$ cat config.mk
export PLATFORM = sky130hd
export DESIGN_NAME = conv_window_gen
export DESIGN_NICKNAME = d
export VERILOG_FILES = /design/src/rtl/conv_window_gen.sv
export SDC_FILE = /design/constraint.sdc
export NUM_CORES = 2
export LEC_CHECK = 0
export ABC_AREA = 1
export CORE_UTILIZATION = 35
export CTS_CLUSTER_DIAMETER = 30
export DETAILED_ROUTE_END_ITERATION = 8
export DONT_BUFFER_PORTS = 1
export GPL_TIMING_DRIVEN = 0
export PLACE_DENSITY = 0.53
export SLEW_MARGIN = 20
export SYNTH_ARGS = -nofsm -noshare
export SYNTH_HDL_FRONTEND = slang
export SYNTH_SLANG_ARGS = --single-unit
$ cat constraint.sdc
create_clock -name clk -period 341.2 [get_ports clk]
set_input_delay 34.12 -clock clk [delete_from_list [all_inputs] [get_ports clk]]
set_output_delay 34.12 -clock clk [all_outputs]
set_load 0.03 [all_outputs]
$ cat src/rtl/conv_window_gen.sv
// conv_window_gen -- raster-scan 3x3 window generator feeding the convolution ALU.
//
// Reads the frame buffer one pixel per step and pushes each pixel into a delay
// line two rows plus three pixels long. That delay line acts as the two line
// buffers plus the 3x3 window. For every centre pixel it presents the 3x3
// RGB444 neighbourhood, the centre address and a valid flag, each held for
// HOLD cycles.
//
// Build option:
//   CONV_EDGE_REPLICATE_EN  undefined -> out-of-frame taps are zero
//                           defined   -> out-of-frame taps clamp to the nearest
//                                        in-frame pixel
//
// Ports:
//   clk, rst     clock, synchronous active-high reset
//   start        one-cycle pulse, begins a frame when idle
//   busy         high while the frame is being processed
//   done         one-cycle pulse after the last window
//   fb_raddr     frame-buffer read address (y*IMG_W+x)
//   fb_ren       frame-buffer read enable; fb_rdata is valid one cycle later
//   fb_rdata     frame-buffer read data
//   dout_win     9 taps, tap i=3*r+c at [DW*(i+1)-1:DW*i], tap 4 is the centre
//   raddr_alu    centre pixel address
//   ren_alu      window valid
module conv_window_gen #(
   parameter int IMG_W = 320,
   parameter int IMG_H = 240,
   parameter int DW    = 12,
   parameter int AW    = 17,
   parameter int HOLD  = 3
) (
   input  logic            clk,
   input  logic            rst,
   input  logic            start,
   output logic            busy,
   output logic            done,
   output logic [AW-1:0]   fb_raddr,
   output logic            fb_ren,
   input  logic [DW-1:0]   fb_rdata,
   output logic [9*DW-1:0] dout_win,
   output logic [AW-1:0]   raddr_alu,
   output logic            ren_alu
);

   localparam int N     = IMG_W * IMG_H;
   localparam int NSTEP = N + IMG_W + 2;
   localparam int SW    = $clog2(NSTEP);
   localparam int HW    = $clog2(HOLD);
   localparam int LB    = 2 * IMG_W + 3;
   localparam int XW    = (IMG_W > 1) ? $clog2(IMG_W) : 1;
   localparam int YW    = $clog2(IMG_H + 1);

   localparam logic [HW-1:0] HLAST = HW'(HOLD - 1);
   localparam logic [XW-1:0] XLAST = XW'(IMG_W - 1);
   localparam logic [YW-1:0] YLAST = YW'(IMG_H - 1);

   typedef enum logic [1:0] {ST_IDLE, ST_RUN, ST_DONE} state_t;

   state_t            state_q, state_d;
   logic [SW-1:0]     step_q, step_d;
   logic [HW-1:0]     hold_q, hold_d;
   logic [DW-1:0]     pix_q, pix_d;
   logic [XW-1:0]     cx_q, cx_d;       // column of the next centre to emit
   logic [YW-1:0]     cy_q, cy_d;       // row of the next centre to emit
   logic [AW-1:0]     ctr_q, ctr_d;     // address of the next centre to emit
   logic              busy_q, busy_d;
   logic              done_q, done_d;
   logic              fb_ren_q, fb_ren_d;
   logic [AW-1:0]     fb_raddr_q, fb_raddr_d;
   logic [9*DW-1:0]   win_q, win_d;
   logic [AW-1:0]     raddr_alu_q, raddr_alu_d;
   logic              ren_alu_q, ren_alu_d;

   // lb_q[0] is the newest pixel; lb_q[k] is k pixels older.
   logic [DW-1:0]     lb_q  [LB];
   logic [DW-1:0]     lb_d  [LB];
   logic [DW-1:0]     lb_sh [LB];       // delay line as it looks after this step's shift
   logic [DW-1:0]     pix_in;
   logic [9*DW-1:0]   win_nxt;

   assign busy      = busy_q;
   assign done      = done_q;
   assign fb_ren    = fb_ren_q;
   assign fb_raddr  = fb_raddr_q;
   assign dout_win  = win_q;
   assign raddr_alu = raddr_alu_q;
   assign ren_alu   = ren_alu_q;

   // Flush steps past the last pixel push zeros.
   assign pix_in = (int'(step_q) < N) ? pix_q : '0;

   always_comb begin
      lb_sh[0] = pix_in;
      for (int i = 1; i < LB; i++) lb_sh[i] = lb_q[i-1];
   end

   // The window is taken from the post-shift view, so the newest pixel sits at
   // centre + IMG_W + 1 and tap (r,c) lives at (2-r)*IMG_W + (2-c). Edge
   // decisions use the centre coordinates, so pixels that wrapped in from the
   // neighbouring row and stale data from before the frame are never used.
   always_comb begin
      win_nxt = '0;
      for (int r = 0; r < 3; r++) begin
         for (int c = 0; c < 3; c++) begin
`ifdef CONV_EDGE_REPLICATE_EN
            int rr;
            int cc;
            rr = r;
            cc = c;
            if (r == 0 && cy_q == '0)    rr = 1;
            if (r == 2 && cy_q == YLAST) rr = 1;
            if (c == 0 && cx_q == '0)    cc = 1;
            if (c == 2 && cx_q == XLAST) cc = 1;
            win_nxt[DW*(3*r+c) +: DW] = lb_sh[(2-rr)*IMG_W + (2-cc)];
`else
            logic oob;
            oob = ((r == 0) && (cy_q == '0))  || ((r == 2) && (cy_q == YLAST)) ||
                  ((c == 0) && (cx_q == '0))  || ((c == 2) && (cx_q == XLAST));
            win_nxt[DW*(3*r+c) +: DW] = oob ? '0 : lb_sh[(2-r)*IMG_W + (2-c)];
`endif
         end
      end
   end

   always_comb begin
      int step_nx;
      state_d     = state_q;
      step_d      = step_q;
      hold_d      = hold_q;
      pix_d       = pix_q;
      lb_d        = lb_q;
      cx_d        = cx_q;
      cy_d        = cy_q;
      ctr_d       = ctr_q;
      busy_d      = 1'b0;
      done_d      = 1'b0;
      fb_ren_d    = 1'b0;
      fb_raddr_d  = fb_raddr_q;
      win_d       = win_q;
      raddr_alu_d = raddr_alu_q;
      ren_alu_d   = ren_alu_q;
      step_nx     = int'(step_q) + 1;

      unique case (state_q)
         ST_IDLE: begin
            if (start) begin
               state_d    = ST_RUN;
               step_d     = '0;
               hold_d     = '0;
               cx_d       = '0;
               cy_d       = '0;
               ctr_d      = '0;
               busy_d     = 1'b1;
               fb_ren_d   = 1'b1;       // step 0 reads pixel 0 in its first cycle
               fb_raddr_d = '0;
            end
         end
         ST_RUN: begin
            busy_d = 1'b1;
            hold_d = hold_q + HW'(1);
            if (hold_q == HW'(1)) pix_d = fb_rdata;
            if (hold_q == HLAST) begin
               hold_d = '0;
               lb_d   = lb_sh;
               if (int'(step_q) == NSTEP - 1) begin
                  state_d     = ST_DONE;
                  busy_d      = 1'b0;
                  done_d      = 1'b1;
                  ren_alu_d   = 1'b0;
                  win_d       = '0;
                  raddr_alu_d = '0;
                  fb_raddr_d  = '0;
               end else begin
                  step_d = SW'(step_nx);
                  if (step_nx < N) begin
                     fb_ren_d   = 1'b1;
                     fb_raddr_d = AW'(step_nx);
                  end
                  // Loading here makes the window appear on the first cycle of the
                  // step and stay put for all HOLD cycles of it.
                  if (step_nx >= IMG_W + 2) begin
                     win_d       = win_nxt;
                     raddr_alu_d = ctr_q;
                     ren_alu_d   = 1'b1;
                     ctr_d       = ctr_q + AW'(1);
                     if (cx_q == XLAST) begin
                        cx_d = '0;
                        cy_d = cy_q + YW'(1);
                     end else begin
                        cx_d = cx_q + XW'(1);
                     end
                  end
               end
            end
         end
         ST_DONE: state_d = ST_IDLE;
         default: state_d = ST_IDLE;
      endcase
   end

   always_ff @(posedge clk) begin
      if (rst) begin
         state_q     <= ST_IDLE;
         step_q      <= '0;
         hold_q      <= '0;
         pix_q       <= '0;
         cx_q        <= '0;
         cy_q        <= '0;
         ctr_q       <= '0;
         busy_q      <= 1'b0;
         done_q      <= 1'b0;
         fb_ren_q    <= 1'b0;
         fb_raddr_q  <= '0;
         win_q       <= '0;
         raddr_alu_q <= '0;
         ren_alu_q   <= 1'b0;
      end else begin
         state_q     <= state_d;
         step_q      <= step_d;
         hold_q      <= hold_d;
         pix_q       <= pix_d;
         cx_q        <= cx_d;
         cy_q        <= cy_d;
         ctr_q       <= ctr_d;
         busy_q      <= busy_d;
         done_q      <= done_d;
         fb_ren_q    <= fb_ren_d;
         fb_raddr_q  <= fb_raddr_d;
         win_q       <= win_d;
         raddr_alu_q <= raddr_alu_d;
         ren_alu_q   <= ren_alu_d;
      end
   end

   // Line-buffer contents need no reset: out-of-frame taps are masked by position.
   always_ff @(posedge clk) lb_q <= lb_d;

endmodule

; Word-level counts from Yosys, hierarchy flattened
; Index checks and enable logic that the tools add are counted.
[totals]
latch_bits = 0
word_cells = 753
regBits = 7917
in_bits = 15
ramBits = 0
rom_bits = 0
output_inout_bits = 146
memories = 0
[classes]
n_mux = 55
eq_ne = 13
n_lt_le_gt_ge = 3
n_mul = 0
shift = 0
reduce_logical = 19
div_mod_pow = 0
add_sub_neg = 5
bitwise = 2
[op_table]
columns = cell, n
row1 = $mux W108, 2
row2 = $mux W17, 11
row3 = $mux W12, 9
row4 = $pmux W17 S2, 3
row5 = $mux W9, 5
row6 = $mux W8, 5
row7 = $add A17 B1 Y18 const B, 1
row8 = $ge A18 B9 Y1 const B, 1
row9 = $lt A18 B17 Y1 const B, 1
row10 = $pmux W9 S2, 1
row11 = $add A17 B1 Y17 const B, 1
row12 = $eq A17 B17 Y1 const B, 1
row13 = $lt A17 B17 Y1 const B, 1
row14 = $pmux W8 S2, 1
row15 = $ne A2 B2 Y1 const B, 6
row16 = $mux W2, 5
row17 = $add A9 B1 Y9 const B, 1
row18 = $eq A9 B9 Y1 const B, 1
row19 = $logic_not A9 Y1, 1
row20 = $mux W1, 9
row21 = $add A8 B1 Y8 const B, 1
row22 = $eq A8 B8 Y1 const B, 1
row23 = $logic_not A8 Y1, 1
row24 = $pmux W2 S2, 2
row25 = 15 further kinds, 26

; Longest topological paths before layout
[logic_depth]
ltp_word = 6
ltp_mapped = 17
ltp_nobuf = 16

; Least setup slack after synthesis
; OpenSTA, ideal clock, no wires.
[synth_path]
kind = reg2reg
start = reg state_q[0]
end = reg lb_q[1000] in the netlist's numbering (enable)
period_less_slack_ps = 218847
setup_ps = 11097
arrival_time_ps = 207751
stages_incl_launch_ff = 6
slack_ps = 122353
path_buffers = 1
required_time_ps = 330103
cell_sequence = dfxtp_1 > inv_1 > nor2_1 > clkinv_1 > nor2_1 > clkbuf_1
[synth_via]
elab_chain_len = 2
[synth_rtl]
columns = element, line
row1 = start: declaration, 59  ; state_t state_q, state_d;
row2 = start signal: assignment, 218  ; state_q <= state_d;
row3 = $eq A2 B1 Y1, 144  ; unique case (state_q)
row4 = $reduce_and A2 Y1 (no line), --
row5 = end signal: assignment, 236  ; always_ff @(posedge clk) lb_q <= lb_d;
row6 = end: declaration, 75  ; logic [DW-1:0] lb_q [LB];
; Every way passes these cells.
; A chain may end at the register's enable or synchronous reset.

; Worst setup path in the final report
[layout_path]
start = reg raddr_alu_q[15] (netlist: raddr_alu[15])
end = out raddr_alu[15]
[layout_lines]
columns = element, line
row1 = start: declaration, 71  ; logic [AW-1:0] raddr_alu_q, raddr_alu_d;
row2 = start signal: assignment, 230  ; raddr_alu_q <= raddr_alu_d;
row3 = end: declaration, 41  ; output logic [AW-1:0] raddr_alu,
; No word-level cell between the ends.

==> qor.csv <==
metric,value,unit
clkSlewWorstSetupHoldPaths,50,ps
num_vias,89610,
postSynthAreaPerCell,26.80,um^2
cts_post_setup_buffers_inserted,0,
p_per_area,8.320,nW/um^2
dpl.hpwl,172500,um
worstSetupEndpointType,primary output,
synth_seq_area_share,97.86,%
avgViaCountPerCell,4.249,
portBuffers,0,
post-route-period-util,10.64,%
io_pins,161,
max_slew_margin,22.63,%
outcome,"finished, final reports clean",
drive_above_1_share,22.29,%
clk_root_buffer_cell,sky130_fd_sc_hd__clkbuf_16,
path_max_fanout,2,
maxClockFrequency,27.53,MHz
final.min_clock_period,36320,ps
max-vdd-ir-drop,0.000005941,V
synth_top_cell_area_share,96.09,%
ctsHtreeMaxLevel,7,
core_area,685400,um^2
antenna_left,0,
first_global_vias,93850,
cp-start-kind,flop,
finalPower,2.562,mW
setup.worst_path.class,reg2out,
cts_hold_buf,0,
tritoncts,yes,
clkSinkCount,7917,
asyncSetResetFlopFracSynth,0,%
cts_resized,0,
gp_congestion,0.7986,
grt_usage,10.63,%
design.die.area,691200,um^2
die_w,831.4,um
tightest_slew,1161,ps
fin_tns_setup,0,ps
dr.first_iter.drc_count,7418,
cts_inserted_buffers,1555,
number_of_buffers_on_the_longest_clock_path,5,
final_max_slew_viol_count,0,
synthFlopType,sky130_fd_sc_hd__edfxtp_1,
setup_violations,0,
netlist_instances,8982,
ys_types,37,
die_height,831.4,um
worstPathArrival,2200,ps
clkLatencyLatePin,1190,ps
worstPathRequired,307080,ps
num-fill-cells,56470,
post-route-drc-count,0,
num_rows,304,
clock_skew,117.8,ps
synth-edff-count,7704,
total_global_routing_overflow,0,
wl_per_instance,17.15,um
netlist_top_cells_count,"sky130_fd_sc_hd__edfxtp_1 (7704), sky130_fd_sc_hd__nand2_1 (276), sky130_fd_sc_hd__dfxtp_1 (213), sky130_fd_sc_hd__a21oi_1 (203), sky130_fd_sc_hd__nand4_1 (121)",
grt_pass1_wl,574100,um
grt_antenna_before_repair,21,
timing.max_cap.violations,0,
post_synth_main_area_contributors,"sky130_fd_sc_hd__edfxtp_1 (96%), sky130_fd_sc_hd__dfxtp_1 (1.8%), sky130_fd_sc_hd__nand2_1 (0.43%)",
synth-seq-cells,7917,
grt_start_max_net_pins,66,
synth_area,240700,um^2
worstHoldPathType,reg2reg,
yosysWarningCount,0,
p_leak,99.00,nW
final_net_count,10710,
detailedRoute.firstPassIterationCount,5,
hold_viol_final,0,
syn2layout_area_growth,27.89,%
route.final.wire_length,361700,um
setup_repair_after_global_routing_missed_its_margin,false,
synth_nets,9004,
post-synth-top-count-cell,sky130_fd_sc_hd__edfxtp_1,
synthDominantAreaCellType,sky130_fd_sc_hd__edfxtp_1,
floorplan.initialDensity,35.12,%
-- path summary, 6_finish.rpt --
check / startpoint / to / slack (ps) / cells after the start
setup / recovery: raddr_alu[15]$_SDFFE_PP0P_ / raddr_alu[15] / 304880 / 0
hold / removal: lb_q[1916]$_DFFE_PP_ / lb_q[1904]$_DFFE_PP_ / 340 / 0
setup reg to reg: state_q[0]$_SDFFE_PP0P_ / lb_q[535]$_DFFE_PP_ / 333830 / 21
hold reg to reg: lb_q[1916]$_DFFE_PP_ / lb_q[1904]$_DFFE_PP_ / 340 / 0
-- cell type report --
class	instances	area, um^2	area share [%]
Antenna cell	8	20.02	0.006502
Buffer	95	484.2	0.1573
Clock buffer	1746	40170	13.05
Clock inverter	1024	11600	3.768
Inverter	79	296.5	0.09631
Multi-Input combinational cell	891	4387	1.425
Sequential cell	7917	235600	76.52
Tap cell	9180	11490	3.731
Timing Repair Buffer	150	3842	1.248
-- kinds of logic after synthesis --
kind of cell,after synthesis,share of synthesized area [%]
and+or+nand+nor,622,1.183
DFF,7917,97.87
xor gates and xnor gates,30,0.1091
AOI/OAI and AO/OA,232,0.4896
buffers and inverters,174,0.3170
adders and majority gates,7,0.03638
-- where the power goes --
group | internal [mW] | leakage, nW | switching, mW
combinational | 0.00224 | 3.05 | 0.00935
sequential | 1.07 | 71.1 | 0.00260
clock | 1.00 | 24.9 | 0.481
-- stage by stage --
stage               std cells  util (%)  hold WS, ps  setup slack [ps]  area (um^2)
global route            21080     44.92        338.5            304760       307900
finish                  21090     44.92        338.4            304880       307900
global placement        18160     36.80        400.5             63260       252200
floorplan                8982         -        400.3            122350       240700
detailed placement      18310     37.36        404.5            304670       256100
CTS                     21080     44.92        330.2            304700       307900
-- flip-flops by register name, summed over array words and instances (netlist names) --
register,count
cy_q,8
fb_raddr,17
ren_alu,1
cx_q,9
dout_win,108
ctr_q,17
done,1
lb_q,7704
state_q,2
pix_q,12
raddr_alu,17
fb_ren,1
busy,1
hold_q,2
step_q,17
-- placed cells by master (no fill, tap or decap), types with 5 or more instances in the layout --
cell type and instances:
sky130_fd_sc_hd__buf_6 5, sky130_fd_sc_hd__clkinv_4 107, sky130_fd_sc_hd__clkbuf_16 1576, sky130_fd_sc_hd__xnor2_1 5, sky130_fd_sc_hd__clkinvlp_4 179, sky130_fd_sc_hd__edfxtp_1 7704
sky130_fd_sc_hd__clkinv_2 232, sky130_fd_sc_hd__clkbuf_1 204, sky130_fd_sc_hd__inv_6 95, sky130_fd_sc_hd__nor3_1 12, sky130_fd_sc_hd__ha_1 7, sky130_fd_sc_hd__nand2_1 276
sky130_fd_sc_hd__clkinv_1 178, sky130_fd_sc_hd__dfxtp_1 212, sky130_fd_sc_hd__nand3_1 81, sky130_fd_sc_hd__nor4_1 6, sky130_fd_sc_hd__o21ai_0 21, sky130_fd_sc_hd__nor2_1 103
sky130_fd_sc_hd__inv_1 75, sky130_fd_sc_hd__clkbuf_2 11, sky130_fd_sc_hd__buf_2 19, sky130_fd_sc_hd__nand4_1 121, sky130_fd_sc_hd__bufinv_16 208, sky130_fd_sc_hd__a21oi_1 203
sky130_fd_sc_hd__buf_4 12, sky130_fd_sc_hd__inv_16 8, sky130_fd_sc_hd__diode_2 8, sky130_fd_sc_hd__nor2_2 6, sky130_fd_sc_hd__buf_16 113, sky130_fd_sc_hd__clkbuf_8 9
sky130_fd_sc_hd__buf_12 36, sky130_fd_sc_hd__xor2_1 25, sky130_fd_sc_hd__clkinv_8 10
-- routing by layer --
| layer | global-route usage, % | vias to the layer above | wire (um) |
|---|---|---|---|
| met5 | 0 | - | 49 |
| met4 | 5.849 | 6 | 13990 |
| met3 | 3.726 | 1137 | 23790 |
| met2 | 13.34 | 2317 | 148100 |
| met1 | 15.90 | 45950 | 175800 |
| li1 | - | 40200 | - |
No activity file was read; power rests on OpenSTA's default activity.
